File: config.mk
export PLATFORM = sky130hd
export DESIGN_NAME = alu_share_arbiter_flat
export DESIGN_NICKNAME = d
export VERILOG_FILES = /design/src/rtl/alu_share_arbiter_if.sv /design/src/rtl/alu_share_arbiter.sv /design/src/flat_wrapper.sv
export SDC_FILE = /design/constraint.sdc
export NUM_CORES = 1
export LEC_CHECK = 0
export BUFFER_PORTS_ARGS = -buffer_cell sky130_fd_sc_hd__buf_4
export CORE_AREA = 10 10 138 140
export CTS_CLUSTER_SIZE = 12
export DETAILED_ROUTE_END_ITERATION = 8
export DIE_AREA = 0 0 148 150
export PLACE_DENSITY = 0.73
export SYNTH_ARGS = -nofsm -noshare
export SYNTH_HDL_FRONTEND = slang
export SYNTH_SLANG_ARGS = --single-unit
File: constraint.sdc
create_clock -name CLK -period 1.93 [get_ports CLK]
set_clock_uncertainty 0.15 [all_clocks]
set_input_delay 0.0965 -clock CLK [delete_from_list [all_inputs] [get_ports CLK]]
set_output_delay 0.0965 -clock CLK [all_outputs]
set_load 0.05 [all_outputs]
File: src/rtl/alu_share_arbiter_if.sv
// alu_share_arbiter_if
// Bundles everything between the arbiter and its surroundings except clock
// and reset:
//   - two request ports (Valid/Ready plus A, B, Imm, SrcB, Op)
//   - two response ports (Valid/Ready) and the shared RspResult/RspZero
//   - the registered ALU operand bus (AluA/AluB/AluImm/AluSrcB/AluOp) and
//     the ALU's answer (AluResult/AluZero)
//   - status: Busy, GrantId
// Modport slave is the arbiter's view; modport master is the view of
// everything around it (requesters, responders and the ALU itself).
interface alu_share_arbiter_if #(
    parameter int WIDTH = 32
);
    logic             Req0Valid;
    logic             Req1Valid;
    logic             Req0Ready;
    logic             Req1Ready;
    logic [WIDTH-1:0] Req0A;
    logic [WIDTH-1:0] Req1A;
    logic [WIDTH-1:0] Req0B;
    logic [WIDTH-1:0] Req1B;
    logic [WIDTH-1:0] Req0Imm;
    logic [WIDTH-1:0] Req1Imm;
    logic             Req0SrcB;
    logic             Req1SrcB;
    logic [2:0]       Req0Op;
    logic [2:0]       Req1Op;
    logic             Rsp0Valid;
    logic             Rsp1Valid;
    logic             Rsp0Ready;
    logic             Rsp1Ready;
    logic [WIDTH-1:0] RspResult;
    logic             RspZero;
    logic [WIDTH-1:0] AluA;
    logic [WIDTH-1:0] AluB;
    logic [WIDTH-1:0] AluImm;
    logic             AluSrcB;
    logic [2:0]       AluOp;
    logic [WIDTH-1:0] AluResult;
    logic             AluZero;
    logic             Busy;
    logic             GrantId;

    modport slave (
        input  Req0Valid, Req1Valid, Req0A, Req1A, Req0B, Req1B,
               Req0Imm, Req1Imm, Req0SrcB, Req1SrcB, Req0Op, Req1Op,
               Rsp0Ready, Rsp1Ready, AluResult, AluZero,
        output Req0Ready, Req1Ready, Rsp0Valid, Rsp1Valid, RspResult, RspZero,
               AluA, AluB, AluImm, AluSrcB, AluOp, Busy, GrantId
    );

    modport master (
        output Req0Valid, Req1Valid, Req0A, Req1A, Req0B, Req1B,
               Req0Imm, Req1Imm, Req0SrcB, Req1SrcB, Req0Op, Req1Op,
               Rsp0Ready, Rsp1Ready, AluResult, AluZero,
        input  Req0Ready, Req1Ready, Rsp0Valid, Rsp1Valid, RspResult, RspZero,
               AluA, AluB, AluImm, AluSrcB, AluOp, Busy, GrantId
    );
endinterface

File: src/rtl/alu_share_arbiter.sv
// alu_share_arbiter
// Shares one combinational ALU between two requesters. A round-robin winner
// is accepted in IDLE, its operands are registered onto the ALU bus, the
// result is sampled after LATENCY cycles and returned on the winner's
// response handshake. One operation in flight at a time.
// Ports:
//   CLK    - clock, all state changes on the rising edge
//   Reset  - synchronous active-high reset
//   bus    - alu_share_arbiter_if.slave (requests, responses, ALU bus, status)
// Parameters:
//   LATENCY - cycles the ALU inputs are held before sampling (1..15)
//   WIDTH   - operand/result width (must match the interface)
module alu_share_arbiter #(
    parameter int LATENCY = 1,
    parameter int WIDTH   = 32
) (
    input logic                 CLK,
    input logic                 Reset,
    alu_share_arbiter_if.slave  bus
);
    typedef enum logic [1:0] {
        IDLE = 2'd0,
        EXEC = 2'd1,
        RESP = 2'd2
    } state_e;

    state_e           state_q, state_d;
    logic [3:0]       cnt_q, cnt_d;
    logic             last_grant_q, last_grant_d;
    logic             grant_q, grant_d;
    logic [WIDTH-1:0] alu_a_q, alu_a_d;
    logic [WIDTH-1:0] alu_b_q, alu_b_d;
    logic [WIDTH-1:0] alu_imm_q, alu_imm_d;
    logic             alu_srcb_q, alu_srcb_d;
    logic [2:0]       alu_op_q, alu_op_d;
    logic [WIDTH-1:0] rsp_result_q, rsp_result_d;
    logic             rsp_zero_q, rsp_zero_d;
    logic             winner_s;
    logic             accept_s;
    logic             rsp_ready_s;

    // Round-robin pick: on a tie the port that did not win last time goes.
    always_comb begin
        winner_s = 1'b0;
        if (bus.Req0Valid && bus.Req1Valid) begin
            winner_s = ~last_grant_q;
        end else if (bus.Req1Valid) begin
            winner_s = 1'b1;
        end else begin
            winner_s = 1'b0;
        end
    end

    assign accept_s    = (state_q == IDLE) && (bus.Req0Valid || bus.Req1Valid);
    // Only the granted response port can complete the operation.
    assign rsp_ready_s = grant_q ? bus.Rsp1Ready : bus.Rsp0Ready;

    // Next-state and datapath register updates.
    always_comb begin
        state_d      = state_q;
        cnt_d        = cnt_q;
        last_grant_d = last_grant_q;
        grant_d      = grant_q;
        alu_a_d      = alu_a_q;
        alu_b_d      = alu_b_q;
        alu_imm_d    = alu_imm_q;
        alu_srcb_d   = alu_srcb_q;
        alu_op_d     = alu_op_q;
        rsp_result_d = rsp_result_q;
        rsp_zero_d   = rsp_zero_q;
        case (state_q)
            IDLE: begin
                if (accept_s) begin
                    grant_d = winner_s;
                    cnt_d   = 4'(LATENCY);
                    state_d = EXEC;
                    if (winner_s) begin
                        alu_a_d    = bus.Req1A;
                        alu_b_d    = bus.Req1B;
                        alu_imm_d  = bus.Req1Imm;
                        alu_srcb_d = bus.Req1SrcB;
                        alu_op_d   = bus.Req1Op;
                    end else begin
                        alu_a_d    = bus.Req0A;
                        alu_b_d    = bus.Req0B;
                        alu_imm_d  = bus.Req0Imm;
                        alu_srcb_d = bus.Req0SrcB;
                        alu_op_d   = bus.Req0Op;
                    end
                end else begin
                    state_d = IDLE;
                end
            end
            EXEC: begin
                cnt_d = cnt_q - 4'd1;
                // Counter value 1 marks the LATENCY-th edge after accept.
                if (cnt_q == 4'd1) begin
                    rsp_result_d = bus.AluResult;
                    rsp_zero_d   = bus.AluZero;
                    state_d      = RESP;
                end else begin
                    state_d = EXEC;
                end
            end
            RESP: begin
                if (rsp_ready_s) begin
                    last_grant_d = grant_q;
                    state_d      = IDLE;
                end else begin
                    state_d = RESP;
                end
            end
            default: begin
                state_d = IDLE;
            end
        endcase
    end

    // State and datapath registers with synchronous reset.
    always_ff @(posedge CLK) begin
        if (Reset) begin
            state_q      <= IDLE;
            cnt_q        <= 4'd0;
            last_grant_q <= 1'b1;
            grant_q      <= 1'b0;
            alu_a_q      <= '0;
            alu_b_q      <= '0;
            alu_imm_q    <= '0;
            alu_srcb_q   <= 1'b0;
            alu_op_q     <= 3'd0;
            rsp_result_q <= '0;
            rsp_zero_q   <= 1'b0;
        end else begin
            state_q      <= state_d;
            cnt_q        <= cnt_d;
            last_grant_q <= last_grant_d;
            grant_q      <= grant_d;
            alu_a_q      <= alu_a_d;
            alu_b_q      <= alu_b_d;
            alu_imm_q    <= alu_imm_d;
            alu_srcb_q   <= alu_srcb_d;
            alu_op_q     <= alu_op_d;
            rsp_result_q <= rsp_result_d;
            rsp_zero_q   <= rsp_zero_d;
        end
    end

    assign bus.Req0Ready = (state_q == IDLE) && !winner_s;
    assign bus.Req1Ready = (state_q == IDLE) &&  winner_s;
    assign bus.Rsp0Valid = (state_q == RESP) && !grant_q;
    assign bus.Rsp1Valid = (state_q == RESP) &&  grant_q;
    assign bus.RspResult = rsp_result_q;
    assign bus.RspZero   = rsp_zero_q;
    assign bus.AluA      = alu_a_q;
    assign bus.AluB      = alu_b_q;
    assign bus.AluImm    = alu_imm_q;
    assign bus.AluSrcB   = alu_srcb_q;
    assign bus.AluOp     = alu_op_q;
    assign bus.Busy      = (state_q != IDLE);
    assign bus.GrantId   = grant_q;
endmodule

File: src/flat_wrapper.sv
// flat-port wrapper written by rule: the top's interface ports become plain ports
module alu_share_arbiter_flat 
#(
    parameter int LATENCY = 1,
    parameter int WIDTH   = 32
)
  (CLK, Reset, bus_Req0Valid, bus_Req1Valid, bus_Req0A, bus_Req1A, bus_Req0B, bus_Req1B, bus_Req0Imm, bus_Req1Imm, bus_Req0SrcB, bus_Req1SrcB, bus_Req0Op, bus_Req1Op, bus_Rsp0Ready, bus_Rsp1Ready, bus_AluResult, bus_AluZero, bus_Req0Ready, bus_Req1Ready, bus_Rsp0Valid, bus_Rsp1Valid, bus_RspResult, bus_RspZero, bus_AluA, bus_AluB, bus_AluImm, bus_AluSrcB, bus_AluOp, bus_Busy, bus_GrantId);
  alu_share_arbiter_if #(.WIDTH(WIDTH)) bus_i ();
  input logic CLK;
  input logic Reset;
  input wire logic [$bits(bus_i.Req0Valid)-1:0] bus_Req0Valid;
  input wire logic [$bits(bus_i.Req1Valid)-1:0] bus_Req1Valid;
  input wire logic [$bits(bus_i.Req0A)-1:0] bus_Req0A;
  input wire logic [$bits(bus_i.Req1A)-1:0] bus_Req1A;
  input wire logic [$bits(bus_i.Req0B)-1:0] bus_Req0B;
  input wire logic [$bits(bus_i.Req1B)-1:0] bus_Req1B;
  input wire logic [$bits(bus_i.Req0Imm)-1:0] bus_Req0Imm;
  input wire logic [$bits(bus_i.Req1Imm)-1:0] bus_Req1Imm;
  input wire logic [$bits(bus_i.Req0SrcB)-1:0] bus_Req0SrcB;
  input wire logic [$bits(bus_i.Req1SrcB)-1:0] bus_Req1SrcB;
  input wire logic [$bits(bus_i.Req0Op)-1:0] bus_Req0Op;
  input wire logic [$bits(bus_i.Req1Op)-1:0] bus_Req1Op;
  input wire logic [$bits(bus_i.Rsp0Ready)-1:0] bus_Rsp0Ready;
  input wire logic [$bits(bus_i.Rsp1Ready)-1:0] bus_Rsp1Ready;
  input wire logic [$bits(bus_i.AluResult)-1:0] bus_AluResult;
  input wire logic [$bits(bus_i.AluZero)-1:0] bus_AluZero;
  output wire logic [$bits(bus_i.Req0Ready)-1:0] bus_Req0Ready;
  output wire logic [$bits(bus_i.Req1Ready)-1:0] bus_Req1Ready;
  output wire logic [$bits(bus_i.Rsp0Valid)-1:0] bus_Rsp0Valid;
  output wire logic [$bits(bus_i.Rsp1Valid)-1:0] bus_Rsp1Valid;
  output wire logic [$bits(bus_i.RspResult)-1:0] bus_RspResult;
  output wire logic [$bits(bus_i.RspZero)-1:0] bus_RspZero;
  output wire logic [$bits(bus_i.AluA)-1:0] bus_AluA;
  output wire logic [$bits(bus_i.AluB)-1:0] bus_AluB;
  output wire logic [$bits(bus_i.AluImm)-1:0] bus_AluImm;
  output wire logic [$bits(bus_i.AluSrcB)-1:0] bus_AluSrcB;
  output wire logic [$bits(bus_i.AluOp)-1:0] bus_AluOp;
  output wire logic [$bits(bus_i.Busy)-1:0] bus_Busy;
  output wire logic [$bits(bus_i.GrantId)-1:0] bus_GrantId;
  assign bus_i.Req0Valid = bus_Req0Valid;
  assign bus_i.Req1Valid = bus_Req1Valid;
  assign bus_i.Req0A = bus_Req0A;
  assign bus_i.Req1A = bus_Req1A;
  assign bus_i.Req0B = bus_Req0B;
  assign bus_i.Req1B = bus_Req1B;
  assign bus_i.Req0Imm = bus_Req0Imm;
  assign bus_i.Req1Imm = bus_Req1Imm;
  assign bus_i.Req0SrcB = bus_Req0SrcB;
  assign bus_i.Req1SrcB = bus_Req1SrcB;
  assign bus_i.Req0Op = bus_Req0Op;
  assign bus_i.Req1Op = bus_Req1Op;
  assign bus_i.Rsp0Ready = bus_Rsp0Ready;
  assign bus_i.Rsp1Ready = bus_Rsp1Ready;
  assign bus_i.AluResult = bus_AluResult;
  assign bus_i.AluZero = bus_AluZero;
  assign bus_Req0Ready = bus_i.Req0Ready;
  assign bus_Req1Ready = bus_i.Req1Ready;
  assign bus_Rsp0Valid = bus_i.Rsp0Valid;
  assign bus_Rsp1Valid = bus_i.Rsp1Valid;
  assign bus_RspResult = bus_i.RspResult;
  assign bus_RspZero = bus_i.RspZero;
  assign bus_AluA = bus_i.AluA;
  assign bus_AluB = bus_i.AluB;
  assign bus_AluImm = bus_i.AluImm;
  assign bus_AluSrcB = bus_i.AluSrcB;
  assign bus_AluOp = bus_i.AluOp;
  assign bus_Busy = bus_i.Busy;
  assign bus_GrantId = bus_i.GrantId;
  alu_share_arbiter #(.LATENCY(LATENCY), .WIDTH(WIDTH)) u_core (.CLK(CLK), .Reset(Reset), .bus(bus_i));
endmodule
==> out/qor.csv <==
stage,metric,value,unit
yosys,yosys_warnings,0,
yosys,synthCells,805,
yosys,synthTopCellsByCount,"nand2_1 (202), dfxtp_1 (141), a21oi_1 (138)",
grt,track_usage,30.7,%
final_layout,fin_util,77.7,%
min_path,hp-start,bus_Req0Valid,
power,clock_power_share,30.9,%
grt,overflow,0,
yosys,synth_nets,1046,
power,p_int,0.00720,W
setup_path,critical_path.max_stage_delay,0.34,ns
yosys,avgSynthCellArea,7.81,µm²
clock_tree,insertion_delay,0.42,ns
power,p_sw_share,37.3,%
setup_path,reg2reg_depth,7,
setup_path,startpoint_type,flop,
min_path,holdPathEnd,u_core.cnt_q[1],
yosys,ys_async_sr_fraction,0,%
sta,fin_hold_ws,0.0395,ns
clock_tree,cts_inserted_buffers,17,
yosys,yosysTopAreaCellShare,44.9,%
floorplan,die_w,148,µm
detailed_routing,vias_per_cell,5.68,
power,pwr-share-seq,30.6,%
detailed_routing,drtIter0Drc,754,
min_path,hold_path_class,input pin to flop,
yosys,ys_seq_area_share,44.9,%
power,pwr-share-comb,38.4,%
clock_tree,clock_path_buffers,2,
power,p_leak,5.73,nW
setup_path,worstPathArrival,2.05,ns
grt,grt_pass1_wl,54300,µm
clock_tree,path_clk_slew,0.07,ns
detailed_routing,drtPass1Iterations,6,
sta,fin_crit,1.91,ns
yosys,yosysUniqueCellTypes,28,
final_layout,design_area,12700,µm²
grt,first_global_vias,9764,
floorplan,core_area,16300,µm²
place,placed_area,9400,µm²
detailed_routing,num_vias,9282,
detailed_routing,post_drt_wl_per_cell,22.5,µm
grt,antenna_found_initial,7,
yosys,ys_top_cells_by_area,"dfxtp_1 (45%), a311oi_1 (14%), nand2_1 (12%), a21oi_1 (11%), buf_2 (3.9%)",
final_layout,drive_gt1_share,32.5,%
clock_tree,cts_root_buf,clkbuf_16,
place,port_buffers,377,
outcome,outcome,"finished, final reports clean",
detailed_routing,drc,0,
final_layout,nets,1632,
sta,fmax,0.523,GHz
place,dpl_worst_slack,0.0142,ns
sta,worst_pin_slew,0.518,ns
yosys,ys_ff_latch,141,
setup_path,path_max_fanout,39,
setup_path,r2r_slack,0.02,ns
detailed_routing,routed_wl,36700,µm
setup_path,r2r-end,u_core.bus.AluA[21],
clock_tree,htreeDepth,4,
setup_path,r2r_start,u_core.state_q[1],
power,vdd_drop_max,0.626,mV
sta,fin_ws,0.0178,ns
clock_tree,cts_sinks,141,
floorplan,rows,47,
setup_path,worstPathRequired,2.06,ns
sta,drv_slew,0,
setup_path,crit_chain,nor2_4 > clkinvlp_4 > buf_4 > nor2_4 > buf_12 > buf_12 > a311oi_1,
min_path,min_path_cells,4,
floorplan,io_pins,378,
power,power_density,904,nW/µm²
yosys,syn_area,6290,µm²
sta,setup-violations-final,0,
power,p_switching,0.00429,W
yosys,synth_ff_type,dfxtp_1,
final_layout,area_delta_synth_final,102,%
yosys,yosysTopAreaCell,dfxtp_1,
sta,min_period_over_period,99.1,%
clock_tree,cts_tree,done,
sta,finalHoldViolCount,0,
setup_path,cp-end-kind,flop,
yosys,synth_most_common_cell,nand2_1,
setup_path,worstSetupPathType,flop to flop,
sta,slew_headroom,65.5,%
floorplan,initial_core_util,38.5,%
yosys,synth_edf_count,0,
detailed_routing,postRouteAntennaNets,0,
place,place_hpwl,19300,µm
grt,grt_max_degree,59,
sta,setup-tns-final,0,ns
run,drv_cap,0,
floorplan,die_h,150,µm
place,place.gp.congestion,0.851,
floorplan,die_area,22200,µm²
setup_path,slowest_stage,dfxtp_2,
## critical path: cells and delay by family, from the launching register on
family | cells | cell delay, ns
AOI/OAI and AO/OA | 1 | 0.13
and+or+nand+nor | 2 | 0.34
buffers and inverters | 4 | 0.79
DFF | 1 | 0.34
## power groups by stage
stage	clock, W	combinational (W)	sequential (W)
2_1_floorplan	0	0.00109	0.00469
3_3_place_gp	0	0.00362	0.00352
3_5_place_dp	0	0.00365	0.00353
4_1_cts	0.00359	0.00421	0.00348
5_1_grt	0.00369	0.00460	0.00355
6_report	0.00355	0.00442	0.00352
## final cells by class
class | count | area [µm²]
multi-input combinational | 542 | 2990
timing repair buffer | 650 | 5810
sequential | 141 | 2830
inverter | 39 | 150
tap | 220 | 275
antenna | 11 | 27.5
fill | 993 | 3640
clock inverter | 13 | 188
clock buffer | 19 | 443
## layer usage
metal / GRT usage (%) / share of wire (%) / vias to the layer above
met1: 31.9 / 35 / 4362
met3: 9.93 / 9.6 / 189
met5: 0 / 0 / -
met4: 19.6 / 5.5 / 0
met2: 52.9 / 50 / 677
li1: - / - / 4054
## sequential cells by signal, indices dropped and copies added, names as in the netlist
register	count
u_core.bus.AluOp	3
u_core.state_q	2
u_core.bus.GrantId	1
u_core.bus.AluSrcB	1
u_core.bus.AluA	32
u_core.bus.RspZero	1
u_core.bus.RspResult	32
u_core.bus.AluB	32
u_core.bus.AluImm	32
u_core.last_grant_q	1
u_core.cnt_q	4
## cell families (layout without fill, tap and decap cells)
| group | after synthesis | count (layout) | synth area share (%) |
|---|---|---|---|
| muxes | 2 | 2 | 0.358 |
| and+or+nand+nor | 254 | 256 | 17.1 |
| AOI/OAI and AO/OA | 282 | 282 | 28.9 |
| other | 0 | 11 | 0 |
| adders and majority gates | 2 | 2 | 0.398 |
| DFF | 141 | 141 | 44.9 |
| buffers and inverters | 124 | 721 | 8.42 |
## worst max-delay path by stage
stage	start	end	slack [ns]	cells after the start
after detailed placement	u_core.cnt_q[0]	u_core.bus.RspResult[30]	0.01	4
after global routing	u_core.state_q[1]	bus_Req0Ready	-0.03	5
final	u_core.state_q[1]	u_core.bus.AluA[21]	0.02	7
after global placement	u_core.cnt_q[0]	u_core.bus.RspResult[11]	0.1	4
after CTS	bus_Req1Valid	bus_Req1Ready	0.02	7
after floorplan	u_core.state_q[0]	bus_Req0Ready	0.20	3
## cells in the final DEF, fill, tap and decap left out, types with 2 or more instances in the layout
master | Yosys | layout
inv_6 | 0 | 2
nor2b_1 | 2 | 2
o21ai_0 | 35 | 35
nor2_1 | 7 | 6
clkbuf_16 | 0 | 18
or3_1 | 33 | 33
nor2_4 | 0 | 2
bufinv_16 | 0 | 4
nand3b_1 | 2 | 2
a21oi_1 | 138 | 138
a311oi_1 | 100 | 100
dlygate4sd3_1 | 0 | 239
inv_1 | 39 | 38
o211ai_1 | 3 | 3
clkinv_2 | 0 | 2
bufbuf_16 | 0 | 4
buf_4 | 0 | 389
mux2_2 | 2 | 2
dfxtp_1 | 141 | 139
dfxtp_2 | 0 | 2
diode_2 | 0 | 11
nand2_1 | 202 | 202
nand2b_1 | 4 | 3
clkinvlp_4 | 0 | 4
buf_12 | 0 | 15
clkinv_4 | 0 | 2
or3b_4 | 1 | 3
## timing repair
action                     CTS  global route
setup endpoints to repair    2            10
gates cloned                 5             2
setup buffers                0             6
pin swaps                    0             1
hold endpoints to repair   141             0
hold buffers               239             0
gates resized for setup      2             6
## metrics by stage
step	total power, W	cells
3_3_place_gp	0.00714	1340
3_5_place_dp	0.00718	1340
5_1_grt	0.0118	1631
2_1_floorplan	0.00578	805
6_report	0.0115	1635
4_1_cts	0.0113	1616
Power figures use the tool's default switching activity.
